$ cat config.mk
export PLATFORM = sky130hd
export DESIGN_NAME = rr_mux_arbiter
export DESIGN_NICKNAME = d
export VERILOG_FILES = /design/src/rtl/rr_mux_arbiter.sv
export SDC_FILE = /design/constraint.sdc
export NUM_CORES = 1
export LEC_CHECK = 0
export CAP_MARGIN = 20
export CORE_MARGIN = 2
export CORE_UTILIZATION = 35
export CTS_BUF_LIST = sky130_fd_sc_hd__clkbuf_2
export DETAILED_ROUTE_END_ITERATION = 10
export MAX_ROUTING_LAYER = met4
export PLACE_DENSITY = 0.79
export SETUP_SLACK_MARGIN = 0.1
export SKIP_LAST_GASP = 1
export SYNTH_ARGS = -nofsm -noshare
export SYNTH_HDL_FRONTEND = slang
export SYNTH_SLANG_ARGS = --single-unit
$ cat constraint.sdc
create_clock -name clk -period 1.64 [get_ports clk]
set_clock_uncertainty 0.15 [all_clocks]
set_input_delay 0.41 -clock clk [delete_from_list [all_inputs] [get_ports clk]]
set_output_delay 0.41 -clock clk [all_outputs]
set_load 0.03 [all_outputs]
$ cat src/rtl/rr_mux_arbiter.sv
// rr_mux_arbiter: round-robin, packet-granular arbiter that steers one 4:1
// data mux (select s1,s0) and registers the chosen beat into a valid/ready
// output stage. A grant is held from the first beat to the "last" beat, and
// the search pointer advances past the requester that just finished.
module rr_mux_arbiter #(
  parameter int WIDTH = 8
) (
  input  logic             clk,
  input  logic             rst,
  input  logic [3:0]       req,
  input  logic [3:0]       last,
  input  logic [WIDTH-1:0] i0,
  input  logic [WIDTH-1:0] i1,
  input  logic [WIDTH-1:0] i2,
  input  logic [WIDTH-1:0] i3,
  output logic [3:0]       in_ready,
  output logic [3:0]       gnt,
  output logic             s1,
  output logic             s0,
  output logic [WIDTH-1:0] y,
  output logic             y_last,
  output logic             y_valid,
  input  logic             y_ready
);

  typedef enum logic {IDLE = 1'b0, BUSY = 1'b1} state_t;

  state_t           state_q, state_d;
  logic [3:0]       gnt_q, gnt_d;
  logic [1:0]       sel_q, sel_d;
  logic [1:0]       ptr_q, ptr_d;
  logic [WIDTH-1:0] y_q, y_d;
  logic             y_last_q, y_last_d;
  logic             y_valid_q, y_valid_d;

  logic             load_ok;
  logic             xfer;
  logic             pick_found;
  logic [1:0]       pick_idx;
  logic [1:0]       cand;
  logic [WIDTH-1:0] mux_data;
  logic             mux_last;

  // The output register can take a new beat when empty or being drained now.
  assign load_ok = ~y_valid_q | y_ready;

  // Only the granted requester sees ready, and only while a packet is open.
  always_comb begin
    in_ready = 4'b0000;
    if (state_q == BUSY && load_ok) begin
      in_ready = gnt_q;
    end
  end

  assign xfer = |(req & in_ready);

  // Rotating priority search starting at ptr, wrapping modulo 4.
  always_comb begin
    pick_found = 1'b0;
    pick_idx   = ptr_q;
    cand       = ptr_q;
    for (int n = 0; n < 4; n++) begin
      cand = ptr_q + 2'(n);
      if (!pick_found && req[cand]) begin
        pick_found = 1'b1;
        pick_idx   = cand;
      end
    end
  end

  // Shared 4:1 datapath mux driven by the registered select.
  always_comb begin
    case (sel_q)
      2'd0:    mux_data = i0;
      2'd1:    mux_data = i1;
      2'd2:    mux_data = i2;
      default: mux_data = i3;
    endcase
    mux_last = last[sel_q];
  end

  // Next-state for arbitration FSM and output stage.
  always_comb begin
    state_d   = state_q;
    gnt_d     = gnt_q;
    sel_d     = sel_q;
    ptr_d     = ptr_q;
    y_d       = y_q;
    y_last_d  = y_last_q;
    y_valid_d = y_valid_q;

    case (state_q)
      IDLE: begin
        gnt_d = 4'b0000;
        if (pick_found) begin
          gnt_d   = 4'b0001 << pick_idx;
          sel_d   = pick_idx;
          state_d = BUSY;
        end
      end
      default: begin
        // Select stays on the finished requester; only the pointer moves on.
        if (xfer && mux_last) begin
          state_d = IDLE;
          gnt_d   = 4'b0000;
          ptr_d   = sel_q + 2'd1;
        end
      end
    endcase

    if (xfer) begin
      y_d       = mux_data;
      y_last_d  = mux_last;
      y_valid_d = 1'b1;
    end else if (y_valid_q && y_ready) begin
      y_valid_d = 1'b0;
    end
  end

  // State registers; reset abandons any packet in flight.
  always_ff @(posedge clk or posedge rst) begin
    if (rst) begin
      state_q   <= IDLE;
      gnt_q     <= 4'b0000;
      sel_q     <= 2'd0;
      ptr_q     <= 2'd0;
      y_q       <= '0;
      y_last_q  <= 1'b0;
      y_valid_q <= 1'b0;
    end else begin
      state_q   <= state_d;
      gnt_q     <= gnt_d;
      sel_q     <= sel_d;
      ptr_q     <= ptr_d;
      y_q       <= y_d;
      y_last_q  <= y_last_d;
      y_valid_q <= y_valid_d;
    end
  end

  assign gnt     = gnt_q;
  assign s1      = sel_q[1];
  assign s0      = sel_q[0];
  assign y       = y_q;
  assign y_last  = y_last_q;
  assign y_valid = y_valid_q;

endmodule
==> flow_metrics.env <==
export IMPL_outcome="finished with violations"
export IMPL_violations="setup timing"
export IMPL_synthArstFlopShare_pct=100
export IMPL_ys_types=35
export IMPL_final_setup_tns_ns=-1.00
export IMPL_path_clk_slew_ns=0.16
export IMPL_wl_um=3770
export IMPL_avgSynthCellArea_um2=9.60
export IMPL_dieArea_mm2=0.00362
export IMPL_peakVddDrop_mv=0.695
export IMPL_power_share_clock_pct=5.2
export IMPL_finalHoldViolCount=0
export IMPL_clockRootBuffer="clkbuf_2"
export IMPL_internal_power_w=0.00215
export IMPL_rsz0062_at_grt="true"
export IMPL_drc_errors=0
export IMPL_tightest_slew_ns=0.404
export IMPL_r2r_start="gnt[2]"
export IMPL_cts_buffer_depth=2
export IMPL_combPwrFrac_pct=71.1
export IMPL_finalNonFillerCells=249
export IMPL_viasPerCell=5.31
export IMPL_drive_gt1_share_pct=40.0
export IMPL_synth_edf_count=0
export IMPL_clock_latency_ns=0.32
export IMPL_syn_nets=162
export IMPL_cts_hold_buf=0
export IMPL_antenna_cells_inserted=0
export IMPL_htree_levels=1
export IMPL_p_switching_w=0.00176
export IMPL_grt_pass1_wl_um=5510
export IMPL_synth_seq_cells=19
export IMPL_cp_end_kind="register"
export IMPL_ant_nets=0
export IMPL_cp_max_fo=4
export IMPL_place_area_mm2=0.00191
export IMPL_drv_cap=0
export IMPL_whs_ns=0.239
export IMPL_leakagePower_nw=0.988
export IMPL_nets=253
export IMPL_fin_crit_ns=1.76
export IMPL_arrival_ns=1.84
export IMPL_layout_common_cells="clkdlybuf4s50_1 (37), buf_4 (24), dfrtp_1 (15), buf_6 (14)"
export IMPL_fillers=215
export IMPL_hold_class="in2async"
export IMPL_fmax_mhz=569
export IMPL_period_share_pct=107
export IMPL_multiInputGateArea_um2=716
export IMPL_place_hpwl_um=2760
export IMPL_synth_area_mm2=0.00110
export IMPL_crit_type="reg2reg"
export IMPL_grt_start_max_net_pins=20
export IMPL_post_drt_wl_per_cell_um=15.2
export IMPL_slew_headroom_pct=72.9
export IMPL_cp_required_ns=1.72
export IMPL_cts_sinks=19
export IMPL_antenna_found_initial=0
export IMPL_initial_core_util_pct=36.4
export IMPL_overflow=0
export IMPL_grtUsageTotal_pct=21.0
export IMPL_p_sw_share_pct=45.0
export IMPL_vias=1321
export IMPL_fp_dieW_um=60.2
export IMPL_dp_cells=235
export IMPL_final_setup_worst_slack_ns=-0.118
export IMPL_gp_congestion=0.835
export IMPL_p_seq_share_pct=23.6
export IMPL_cp_startpoint="gnt[2]"
export IMPL_slew_viol_final=0
export IMPL_finish_utilization_pct=70.7
export IMPL_worst_setup_path_start_kind="register"
export IMPL_row_count=20
export IMPL_fin_area_mm2=0.00214
export IMPL_p_per_area_mw_per_mm2=1820
export IMPL_io_buffer_count=62
export IMPL_yosysWarningCount=0
export IMPL_firstDrtPassIters=4
export IMPL_finalSetupViolCount=15
export IMPL_cts_tree="yes"
export IMPL_io_pins=63
export IMPL_grt_pass1_vias=1272
export IMPL_numCtsBuffers=3
export IMPL_synthToLayoutAreaGrowth_pct=93.9
export IMPL_ys_seq_area_share_pct=43.1
export IMPL_die_h_um=60.2
export IMPL_drt_iter0_markers=86
export IMPL_regArea_um2=480
export IMPL_syn_inst=115
export IMPL_synthFlopType="dfrtp_1"
export IMPL_final_common_cell="clkdlybuf4s50_1"
export IMPL_core_area_mm2=0.00303
-- flip-flops by register name, indices dropped and copies added (netlist names) --
name,count
gnt,4
ptr_q,2
sel_q,2
state_q,1
y,8
y_last,1
y_valid,1
-- per-layer routing --
layer,global-route usage (%),share of wire [%]
met1,22.6,39
met2,39.1,54
met3,1.30,6.1
met4,8.89,1.6
met5,-,0
-- synthesized netlist by cell type (3+ instances only) --
| cell type | count | share of area (%) |
|---|---|---|
| a21oi_1 | 12 | 5.4 |
| o21ai_0 | 8 | 3.6 |
| nand2b_1 | 3 | 1.7 |
| inv_1 | 5 | 1.7 |
| a22o_1 | 4 | 3.2 |
| nand2_1 | 10 | 3.4 |
| ha_1 | 4 | 4.5 |
| clkbuf_1 | 5 | 1.7 |
| and3_1 | 4 | 2.3 |
| a222oi_1 | 8 | 7.3 |
| nor2_1 | 10 | 3.4 |
| dfrtp_1 | 19 | 43 |
-- area by class of cell --
| class | count | share of cell area (%) |
|---|---|---|
| timing repair buffer | 92 | 39.6 |
| multi-input combinational | 85 | 33.5 |
| sequential | 19 | 22.5 |
| tap | 44 | 2.57 |
| inverter | 5 | 0.994 |
| clock buffer | 4 | 0.936 |
-- worst max-delay path: stages (launching register included) --
cell     delay (ns)
dfrtp_2        0.47
a22o_1         0.24
o211a_1        0.32
and2_4         0.21
mux2_4         0.29
-- worst paths after layout --
| path | endpoint | slack [ns] | cells after the start |
|---|---|---|---|
| worst max-delay path | ptr_q[1] | -0.12 | 4 |
| worst min-delay path | ptr_q[1] | 0.24 | 3 |
| worst max register to register | ptr_q[1] | -0.12 | 4 |
| worst min register to register | y[0] | 0.35 | 2 |
| max in group asynchronous | sel_q[0] | 0.89 | 3 |
| min in group clk | y[0] | 0.35 | 2 |
-- per-stage QoR --
step                setup WS [ns]  total power (W)
floorplan                  -0.117          0.00218
global placement           -0.448          0.00312
detailed placement         -0.494          0.00319
CTS                       -0.0993          0.00358
global route               -0.166          0.00414
finish                     -0.118          0.00390
-- logic make-up after synthesis --
logic type | synth area share (%)
compound gates | 30.5
simple gates | 13.7
flops | 43.1
buf+inv | 3.85
fa+ha+maj | 4.54
mux | 4.31
-- power groups by stage --
stage               Sequential [W]  Combinational, W  Clock [W]
floorplan                  0.00120          0.000983          0
global route              0.000952           0.00297   0.000223
detailed placement        0.000888           0.00230          0
finish                    0.000922           0.00278   0.000205
global placement          0.000877           0.00224          0
CTS                       0.000902           0.00247   0.000206
-- repair_timing --
action,4_1_cts,5_1_grt
setup buffers,3,5
pin swaps,9,7
gates resized for setup,103,21
gates cloned,0,2
endpoints found under the setup margin,39,30
Power figures use the tool's default switching activity.
